File: src/rtl/ecc32_pkg.sv
// Shared ECC32 definitions: check masks, widths and error-injection limits.
// The SEC decoder imports this package too, so both sides stay in step.
package ecc32_pkg;

  localparam int DATA_W          = 32;
  localparam int CHECK_W         = 8;
  localparam int INJ_POS_W       = 6;
  localparam int INJ_DATA_LAST   = 31;
  localparam int INJ_CHECK_FIRST = 32;
  localparam int INJ_CHECK_LAST  = 39;

  // Entry k selects the data bits covered by check bit k.
  localparam logic [CHECK_W-1:0][DATA_W-1:0] CHECK_MASK = {
    32'h8888F0F0, 32'h44440F0F, 32'h2222FF00, 32'h111100FF,
    32'hF0F08888, 32'h0F0F4444, 32'hFF002222, 32'h00FF1111
  };

  typedef struct packed {
    logic [DATA_W-1:0]  data;
    logic [CHECK_W-1:0] check;
  } codeword_t;

  // Flip at most one codeword bit; positions beyond the check field are no-ops.
  function automatic codeword_t inject_error(codeword_t cw, logic en,
                                             logic [INJ_POS_W-1:0] pos);
    codeword_t r;
    r = cw;
    if (en) begin
      if (pos <= INJ_POS_W'(INJ_DATA_LAST))
        r.data[pos[4:0]] = ~cw.data[pos[4:0]];
      else if (pos <= INJ_POS_W'(INJ_CHECK_LAST))
        r.check[pos[2:0]] = ~cw.check[pos[2:0]];
    end
    return r;
  endfunction

endpackage

File: src/rtl/ecc32_checkgen.sv
// Combinational check-bit generator: each check bit is the even parity of
// the data bits selected by its mask.
module ecc32_checkgen
  import ecc32_pkg::*;
(
  input  logic [DATA_W-1:0]  data,
  output logic [CHECK_W-1:0] check
);

  always_comb begin
    check = '0;
    for (int k = 0; k < CHECK_W; k++)
      check[k] = ^(data & CHECK_MASK[k]);
  end

endmodule

File: src/rtl/ecc32_encoder.sv
// ECC32 encoder with a two-entry (output + skid) ready/valid pipeline,
// optional single-bit error injection and a saturating delivery counter.
module ecc32_encoder
  import ecc32_pkg::*;
#(
  parameter int CNT_W = 16
) (
  input  logic                 clk,
  input  logic                 rst,
  input  logic                 in_valid,
  output logic                 in_ready,
  input  logic [DATA_W-1:0]    in_data,
  input  logic                 inj_en,
  input  logic [INJ_POS_W-1:0] inj_pos,
  output logic                 out_valid,
  input  logic                 out_ready,
  output logic [DATA_W-1:0]    out_data,
  output logic [CHECK_W-1:0]   out_check,
  output logic [CNT_W-1:0]     cw_count
);

  logic [CHECK_W-1:0] in_check;
  codeword_t          in_cw;
  codeword_t          out_cw;
  codeword_t          skid_cw;
  logic               skid_valid;
  logic               skid_valid_d;
  logic               accept;
  logic               pop;
  logic               out_free;

  ecc32_checkgen u_checkgen (
    .data  (in_data),
    .check (in_check)
  );

  // Check bits come from clean data; injection is applied afterwards.
  assign in_cw = inject_error('{data: in_data, check: in_check}, inj_en, inj_pos);

  assign accept   = in_valid && in_ready;
  assign pop      = out_valid && out_ready;
  assign out_free = !out_valid || out_ready;

  // in_ready tracks skid emptiness one cycle ahead, so it stays registered
  // with no combinational path from out_ready.
  always_comb begin
    skid_valid_d = skid_valid;
    if (out_free)
      skid_valid_d = skid_valid && accept;
    else if (accept)
      skid_valid_d = 1'b1;
  end

  always_ff @(posedge clk) begin
    if (rst) begin
      out_valid  <= 1'b0;
      out_cw     <= '0;
      skid_valid <= 1'b0;
      skid_cw    <= '0;
      in_ready   <= 1'b0;
      cw_count   <= '0;
    end else begin
      if (out_free) begin
        if (skid_valid) begin
          out_valid <= 1'b1;
          out_cw    <= skid_cw;
          if (accept)
            skid_cw <= in_cw;
        end else begin
          out_valid <= accept;
          if (accept)
            out_cw <= in_cw;
        end
      end else if (accept) begin
        skid_cw <= in_cw;
      end
      skid_valid <= skid_valid_d;
      in_ready   <= !skid_valid_d;
      if (pop && (cw_count != '1))
        cw_count <= cw_count + 1'b1;
    end
  end

  assign out_data  = out_cw.data;
  assign out_check = out_cw.check;

endmodule

File: config.mk
export PLATFORM = sky130hd
export DESIGN_NAME = ecc32_encoder
export DESIGN_NICKNAME = d
export VERILOG_FILES = /design/src/rtl/ecc32_pkg.sv /design/src/rtl/ecc32_checkgen.sv /design/src/rtl/ecc32_encoder.sv
export SDC_FILE = /design/constraint.sdc
export NUM_CORES = 1
export LEC_CHECK = 0
export ABC_AREA = 1
export BUFFER_PORTS_ARGS = -buffer_cell sky130_fd_sc_hd__buf_4
export CAP_MARGIN = 0
export CORE_MARGIN = 8
export CORE_UTILIZATION = 40
export CTS_CLUSTER_SIZE = 20
export DETAILED_ROUTE_END_ITERATION = 10
export PLACE_DENSITY_LB_ADDON = 0.3
export SYNTH_ARGS = -nofsm -noshare
export SYNTH_HDL_FRONTEND = slang
export SYNTH_SLANG_ARGS = --single-unit
File: constraint.sdc
create_clock -name clk -period 1.7 [get_ports clk]
set_input_delay 0.34 -clock clk [delete_from_list [all_inputs] [get_ports clk]]
set_output_delay 0.34 -clock clk [all_outputs]
set_load 0.01 [all_outputs]
==> metrics.txt <==
#FFs+latches synth=99; Yosys cell types=39; synthesized area=approximately 6400 um2; status=complete, but fails checks; RD Place Congestion=0.927; Hold Buf Count CTS=0; Post-DRT Antenna Nets=0; worst r2r path cells=10; CP max FO=9; main flop type after synthesis=dfxtp_1; Starting Density=40.7%; CTS tree=built; CP Data Required Time=1.93 ns; Placed Area=8210 um2; CP cell instances=buf_8 > nor2_4 > clkinv_4 > o22ai_2 > o21ai_1 > nand2_1 > nor2_4 > nand4_4 > clkbuf_16 > o21ai_4 > a21o_1 > a21oi_2; post-route clock period utilization=105%; final instance area=roughly 9500 um2; CORE AREA=15800 um2; final setup vio count=33; initial antenna violation count=0; hpwl dp=15100 um; CTS Buf Count=9; Congestion Overflow GR=0; fmax=~560 MHz; slew margin rel.=71.5%; die extent in x=approximately 140 um; Worst path max stage delay=0.28 ns; actual slew at the worst max-slew pin=between 0.4 and 0.5 ns; CTS Sinks=99; worst setup margin=-0.0840 ns; Residual DRC=0; Max Buffers Root-to-Sink=2; vias in the first global route=about 6700; clock latency on the worst-skew pair=0.34 ns; CP Class=in2reg; Top delay family on crit path=compound AO/OA/AOI/OAI gates; crit path DAT=2.01 ns; FFs w/ async S/R, synth=0%; first-pass GRT wire length=32300 um; vias per cell=5.14; Row Count=between 40 and 50; RSZ-0062 raised after global routing=yes; drt total wl=21600 um; Wirelength per Cell=15.1 um; Post-synth EDFFs=0; Final Power=approximately 6.4 mW; DRT iter0 DRCs=454; hold-critical path depth=4; Ant. Diodes=0; Leakage=4.35 nW; H-tree depth=3; Critical Path Stages=12; yosys synthesis warning count=0; Syn-to-layout area delta=48.0%; CTS Root Buffer Type=clkbuf_16; clk_skew=0.00418 ns; dpl ws=-0.416 ns; Synth Instances=1001; final hold slack=a little under 0.4 ns; all-layer global routing usage=between 10% and 20%; IO Pins=101; pin count of the biggest net entering global routing=53; port buffer count=100; Synth Area per Inst=between 6 and 7 um2; share of cells above drive strength 1=42.4%; via count=around 7400; failing checks=setup timing; PD cells=674 nW/um2; Die ar.=20300 um2; most used cell, CP=nor2_4; Hold Fails Final Rpt=0; CP Buf/Inv Count=3; chip height=approximately 140 um; Tmin final=around 1.8 ns; worst hold path class=in2reg; slowest CP cell=clkbuf_16; first-pass iteration count of the detailed router=5; max_cap viols=0; Slew Viols, Final=0; sequential share of the synthesized area=between 30% and 40%; nets=between 1000 and 1500; Syn Nets=1045; kind of end point of the critical path=flip-flop; Worst setup SP type=input port; Worst-path clk slew=0.07 ns; VDD IR max=about 610 uV
-- cells by family (layout without fill, tap and decap cells) --
family / count (synthesis) / count (layout) / share of synthesized area (%)
compound gates: 272 / 272 / 26.8
xor+xnor: 17 / 17 / 2.32
fa+ha+maj: 1 / 1 / 0.195
buf+inv: 139 / 354 / 9.19
flops: 99 / 99 / 30.9
simple gates: 473 / 473 / 30.6
-- Yosys cell counts, types with 8 or more instances --
master,count,share of area [%]
nand2_1,347,20
dfxtp_1,99,31
o21ai_0,86,6.7
inv_1,78,4.6
a21oi_1,58,4.5
nor2_1,58,3.4
a21oi_2,34,4.6
clkbuf_1,34,2.0
a21o_1,32,3.7
o21ai_2,30,4.1
nand3_1,27,2.1
o22ai_1,16,1.6
inv_2,14,0.82
xor2_1,9,1.2
o21ai_1,8,0.62
xnor2_1,8,1.1
-- area by class of cell --
type / instances / area (um2)
multi-input combinational: 763 / 4510
fill: 1469 / 6280
clock inverter: 5 / 36.3
timing repair buffer: 246 / 2060
sequential: 99 / 1990
inverter: 92 / 375
clock buffer: 11 / 253
tap: 216 / 270
-- registers in the layout, indices dropped and copies added, names as in the netlist --
register and count:
skid_cw 40, out_data 32, cw_count 16, out_check 8, in_ready 1, out_valid 1, skid_valid 1
-- placed cells by master, fill, tap and decap left out, types with 8 or more instances in the layout --
| cell type | count |
|---|---|
| buf_4 | 213 |
| o21ai_4 | 21 |
| dfxtp_1 | 96 |
| o21ai_1 | 12 |
| nand3_1 | 18 |
| a21oi_2 | 39 |
| nor2_1 | 53 |
| clkbuf_16 | 11 |
| o21ai_2 | 10 |
| inv_1 | 47 |
| nand3_2 | 8 |
| a21o_1 | 32 |
| buf_6 | 23 |
| nand2_2 | 87 |
| nand2_1 | 259 |
| o21ai_0 | 81 |
| a21oi_1 | 52 |
| inv_2 | 39 |
| o22ai_1 | 14 |
-- stage by stage --
step                      utilization, %  std cells  TNS [ns]
after floorplan                        -       1001    -0.345
after global placement              52.0       1394    -24.60
after detailed placement            52.0       1394    -24.29
after CTS                           54.5       1414    -0.391
after global routing                60.2       1432     -4.08
final                               60.2       1432     -1.09
-- routing by layer --
layer | vias up | track usage (%) | wire (um)
met3 | 53 | 3.57 | 1140
met4 | 0 | 6.71 | 627
met5 | - | 0 | 0
met2 | 213 | 34.5 | 10700
li1 | 3689 | - | -
met1 | 3412 | 23.5 | 9080
-- tightest hold or removal path: stages --
cell,delay [ns]
buf_4,0.10
nor2_1,0.06
inv_1,0.11
a21oi_1,0.08
-- what timing repair did --
action,CTS,global route
setup buffers,4,17
resized for setup,18,215
pin swaps,5,80
cloned,0,2
setup endpoints to repair,30,63
-- final timing paths --
path	slack [ns]	to	from
worst max-delay path	-0.08	out_data[17]	inj_pos[1]
worst min-delay path	0.39	out_valid	out_ready
worst max register to register	-0.06	cw_count[13]	cw_count[13]
worst min register to register	0.47	out_check[1]	out_check[1]
-- power breakdown --
| part | internal [mW] | switching, mW |
|---|---|---|
| Combinational | 0.859 | 1.10 |
| Sequential | 2.40 | 0.0469 |
| Clock | 1.08 | 0.917 |
| Total | 4.34 | 2.06 |
Note: power is estimated with default switching activity, not from simulation.
